`config.mk`:
```
export PLATFORM = sky130hd
export DESIGN_NAME = instruction_fetch
export DESIGN_NICKNAME = d
export VERILOG_FILES = /design/src/rtl/instruction_fetch.sv
export SDC_FILE = /design/constraint.sdc
export NUM_CORES = 2
export LEC_CHECK = 0
export ABC_AREA = 1
export BUFFER_PORTS_ARGS = -buffer_cell sky130_fd_sc_hd__buf_2
export CORE_MARGIN = 2
export CORE_UTILIZATION = 55
export DETAILED_ROUTE_END_ITERATION = 8
export PLACE_DENSITY = 0.71
export SKIP_CTS_REPAIR_TIMING = 1
export SLEW_MARGIN = 40
export SYNTH_ARGS = -nofsm -noshare
export SYNTH_HDL_FRONTEND = slang
export SYNTH_SLANG_ARGS = --single-unit
```
`constraint.sdc`:
```
create_clock -name clk -period 3.9 [get_ports clk]
set_clock_uncertainty 0.1 [all_clocks]
set_input_delay 0.585 -clock clk [delete_from_list [all_inputs] [get_ports clk]]
set_output_delay 0.585 -clock clk [all_outputs]
set_load 0.01 [all_outputs]
```
`src/rtl/instruction_fetch.sv`:
```
// Instruction-fetch stage: program counter, loadable instruction memory and the
// IF/ID register, with stall, redirect-with-bubble and HALT handling.
module instruction_fetch #(
  parameter int                    ADDR_BITS  = 32,
  parameter int                    DATA_WIDTH = 32,
  parameter int                    MEM_DEPTH  = 64,
  parameter logic [DATA_WIDTH-1:0] HALT_WORD  = 32'hFFFF_FFFF
) (
  input  logic                  clk,
  input  logic                  rst,
  input  logic                  enable,
  input  logic                  stall,
  input  logic                  pc_src,
  input  logic [ADDR_BITS-1:0]  branch_target,
  input  logic                  prog_we,
  input  logic [ADDR_BITS-1:0]  prog_addr,
  input  logic [DATA_WIDTH-1:0] prog_data,
  output logic [DATA_WIDTH-1:0] inst_out,
  output logic [ADDR_BITS-1:0]  next_pc_out,
  output logic [ADDR_BITS-1:0]  pc_out,
  output logic                  valid_out,
  output logic                  halted_out
);

  localparam int IDX_BITS = $clog2(MEM_DEPTH);

  typedef enum logic {
    FETCH  = 1'b0,
    HALTED = 1'b1
  } state_e;

  logic [DATA_WIDTH-1:0] mem_q [MEM_DEPTH];

  state_e                state_q,   state_d;
  logic [ADDR_BITS-1:0]  pc_q,      pc_d;
  logic [ADDR_BITS-1:0]  next_pc_q, next_pc_d;
  logic [DATA_WIDTH-1:0] inst_q,    inst_d;
  logic                  valid_q,   valid_d;

  logic [DATA_WIDTH-1:0] fetch_word;
  logic [ADDR_BITS-1:0]  pc_plus4;
  logic [ADDR_BITS-1:0]  target_aligned;
  logic [IDX_BITS-1:0]   prog_idx;
  logic                  unused_bits;

  assign fetch_word     = mem_q[pc_q[IDX_BITS+1:2]];
  assign pc_plus4       = pc_q + ADDR_BITS'(4);
  assign target_aligned = {branch_target[ADDR_BITS-1:2], 2'b00};
  assign prog_idx       = prog_addr[IDX_BITS+1:2];
  // Byte-offset bits and the aliased upper address bits carry no information here.
  assign unused_bits    = ^{branch_target[1:0], prog_addr[1:0],
                            prog_addr[ADDR_BITS-1:IDX_BITS+2]};

  // NOTE: the instruction array has no reset so it maps onto plain RAM and a
  // program loaded before reset survives it.
  always_ff @(posedge clk) begin
    if (prog_we) begin
      mem_q[prog_idx] <= prog_data;
    end
  end

  // NOTE: every _d gets its hold value first, so no path through the
  // priority chain leaves a signal unassigned and no latch is inferred.
  always_comb begin
    state_d   = state_q;
    pc_d      = pc_q;
    next_pc_d = next_pc_q;
    inst_d    = inst_q;
    valid_d   = valid_q;

    if (prog_we || !enable) begin
      // Program load and debug freeze both hold the whole stage.
    end else if (pc_src) begin
      pc_d      = target_aligned;
      inst_d    = '0;
      next_pc_d = '0;
      valid_d   = 1'b0;
      state_d   = FETCH;
    end else if (state_q == HALTED) begin
      inst_d    = '0;
      next_pc_d = '0;
      valid_d   = 1'b0;
    end else if (!stall) begin
      inst_d    = fetch_word;
      next_pc_d = pc_plus4;
      valid_d   = 1'b1;
      if (fetch_word == HALT_WORD) begin
        state_d = HALTED;
      end else begin
        pc_d    = pc_plus4;
      end
    end
  end

  // NOTE: sequential state uses non-blocking assignments only, so every
  // register samples the pre-edge value of every other register.
  always_ff @(posedge clk) begin
    if (rst) begin
      state_q   <= FETCH;
      pc_q      <= '0;
      next_pc_q <= '0;
      inst_q    <= '0;
      valid_q   <= 1'b0;
    end else begin
      state_q   <= state_d;
      pc_q      <= pc_d;
      next_pc_q <= next_pc_d;
      inst_q    <= inst_d;
      valid_q   <= valid_d;
    end
  end

  assign inst_out    = inst_q;
  assign next_pc_out = next_pc_q;
  assign pc_out      = pc_q;
  assign valid_out   = valid_q;
  assign halted_out  = (state_q == HALTED);

endmodule

```
==> metrics.md <==
| Metric | Value |
|---|---|
| Layout area overhead | `13.3%` |
| Final hold viol count | `0` |
| Unrepaired setup endpoints after global routing | `no` |
| CTS tree | `done` |
| Clk_lat worst skew | `0.85 ns` |
| Synth Flop Type | `edfxtp_1` |
| Slew at the pin closest to its max-slew limit | `0.849 ns` |
| Top-count cell post-synth | `nand2_1` |
| Max-slew violations | `0` |
| Post-Route WL | `248 mm` |
| Post-synth ARST share | `0%` |
| Routed Antenna Nets | `0` |
| Combinational share of power | `7.8%` |
| TritonRoute pass-1 iters | `7` |
| Ratio of cells with drive above 1 in the final layout | `11.1%` |
| Gate Count Post-Synth | `7,439` |
| Min Clock Period, post-route | `3.70 ns` |
| Layout Utilization | `62.9%` |
| Worst endpoint data arrival time | `4.33 ns` |
| Gpl congestion | `0.905` |
| Global Route Usage Sum | `30.6%` |
| Top cell type's share of synthesized area | `70.7%` |
| Clock network power share | `39.6%` |
| Hold EP | `pc_out[11]` |
| Largest net degree at the start of global routing | `113` |
| Sequential share of the synthesized area | `73.1%` |
| Crit path cell chain | `buf_12 -> buf_12 -> buf_12 -> nand2_1 -> nand3_1 -> nand3_1 -> nand3_1 -> nand3_1 -> nand2_1 -> nand2_1 -> nand2_1 -> nand2_1 -> nor2_1 -> nand2_1 -> nor2_1 -> nand3_2 -> buf_12 -> a21oi_1 -> nor2_1` |
| Switching Share | `23.3%` |
| Power per standard cell area | `493 mW/mm^2` |
| Number of enable flip-flop cells after synthesis | `2,048` |
| Slew margin rel. | `43.3%` |
| Synth area leader | `edfxtp_1` |
| Unique masters post-synth | `36` |
| Core Box Area | `0.157 sq mm` |
| WL per Instance | `25.1 um` |
| Share of power burned in registers | `52.7%` |
| CTS HTree Levels | `4` |
| TritonCTS Buffers | `207` |
| Hold_sp | `branch_target[11]` |
| Crit-path slowest cell | `dfxtp_4` |
| # nets final | `7,742` |
| Die footprint | `0.161 sq mm` |
| Via/cell ratio | `6.07` |
| Sink Count | `2,149` |
| Post-synth top cells | `nand2_1, edfxtp_1, nand3_1` |
| Max IR drop VDD | `0.511 mV` |
| Avg Cell Area, Syn | `11.7 sq um` |
| Grt total ovfl | `0` |
| Die Width | `402 um` |
| P_sw | `11.3 mW` |
| IO buf count | `169` |
| R2R cell count | `19` |
| Crit share post-route | `94.9%` |
| Reg clk slew, reported paths | `0.06 ns` |
| Mapped cell area | `0.0869 sq mm` |
| Critical Path Most Common Cell | `nand2_1` |
| Die Ht | `402 um` |
| Ys Warns | `0` |
| Internal cell power | `37.2 mW` |
| CP endpoint kind | `register` |
| CTS max path bufs | `3` |
| Setup tns final | `0 ns` |
| Max Cap Violations | `0` |
| Leakage | `35.0 nW` |
| Worst hold-check path type | `input pin to register` |
| Final setup fails | `0` |
| Crit Path Class | `register to register` |
| Num rows | `145` |
| Number of I/O pins | `200` |
| Outcome | `completed` |
| Crit path launch type | `register` |
| Synth area leaders | `edfxtp_1, nand3_1, nand2_1, dfxtp_1, buf_2` |
| First-pass GRT wire length | `365 mm` |
| Root Driver | `clkbuf_16` |
| DP HPWL | `139 mm` |
| Vias in the first global route | `56,837` |
| Hold Crit Depth | `5` |
| Critical Path RT | `4.53 ns` |
| Worst R2R Setup Slack | `0.20 ns` |
| DR DRC count | `0` |
| F_max | `270 MHz` |
| Initial Util | `55.5%` |
| DR vias | `60,009` |
| Max Fanout on Critical Path | `43` |
| DR iter-0 viols | `8,436` |
| Initial antenna violation count | `6` |
| CP max stage delay | `0.48 ns` |
| Flops & latches, synth | `2,149` |
==> layout make-up <==
class                      count  area (sq um)
sequential                  2149         63500
fill                       11531         58100
multi-input combinational   4726         21200
clock buffer                 270          5590
timing repair buffer         477          4360
tap                         2058          2570
clock inverter               117           873
inverter                      78           339
antenna                        5          12.5
==> flip-flops by register name (all words and copies together) (netlist names), named ones only <==
| name | flops |
|---|---|
| halted_out | 1 |
| pc_out | 30 |
| inst_out | 32 |
| valid_out | 1 |
| mem_q | 2048 |
| next_pc_out | 31 |
==> stage by stage <==
stage / hold WS (ns) / std cells / instance area [sq um] / setup slack [ns] / total power [mW]
global placement: 0.351 / 9487 / 91900 / 0.319 / 29.7
CTS: -0.0373 / 9875 / 98400 / 0.274 / 48.6
floorplan: 0.382 / 7440 / 86900 / 0.816 / 28.1
finish: 0.0264 / 9880 / 98500 / 0.198 / 48.5
global route: 0.00706 / 9877 / 98500 / 0.00731 / 49.9
detailed placement: 0.353 / 9488 / 92000 / 0.293 / 29.7
==> how the worst max path moves through the flow <==
| stage | from | endpoint | slack, ns | cells after the start |
|---|---|---|---|---|
| after floorplan | prog_we | mem_q[40][0] | 0.82 | 3 |
| after global placement | register | register | 0.32 | 20 |
| after detailed placement | register | register | 0.29 | 19 |
| after CTS | register | register | 0.27 | 19 |
| after global routing | register | pc_out[14] | 0.007 | 20 |
| final | register | register | 0.20 | 19 |
==> layout by cell type, fill, tap and decap left out, types with 90 or more instances in the layout <==
cell / instances
dfxtp_1: 95
edfxtp_1: 2048
nand2_1: 2311
a21oi_1: 108
buf_12: 90
nor2_1: 181
buf_2: 137
o21ai_0: 131
buf_4: 250
clkbuf_16: 209
nand3_1: 1780
==> routing by layer <==
layer	routed length, um	part of all wire [%]	up-vias	GRT usage [%]
met4	10500	4.2	4	12.7
met1	94900	38	28988	42.2
met5	28	0.011	-	0
met2	114000	46	3624	47.5
li1	-	-	26782	-
met3	29200	12	611	6.49
==> power by group through the flow <==
| stage | clock [mW] | sequential (mW) | combinational, mW |
|---|---|---|---|
| floorplan | 0 | 26.0 | 2.08 |
| detailed placement | 0 | 26.0 | 3.70 |
| global route | 20.3 | 25.6 | 4.08 |
| global placement | 0 | 26.0 | 3.62 |
| finish | 19.2 | 25.6 | 3.78 |
| CTS | 19.3 | 25.5 | 3.73 |
==> kinds of logic (layout without fill, tap and decap cells) <==
group	Yosys count	in the layout	synth area share [%]
simple gates	4414	4414	21.8
fa+ha+maj	1	1	0.0144
compound gates	296	296	1.79
flops	2149	2149	73.1
buf+inv	565	942	3.15
xor+xnor	11	11	0.111
other cells	1	7	0.00431
mux	2	2	0.0230
==> critical path, delay by kind of cell, from the launching register on <==
family,cells,cell delay [ns]
buffers and inverters,4,0.98
DFF,1,0.48
and+or+nand+nor,14,1.79
AOI/OAI and AO/OA,1,0.18
Note: power is estimated with default switching activity, not from simulation.
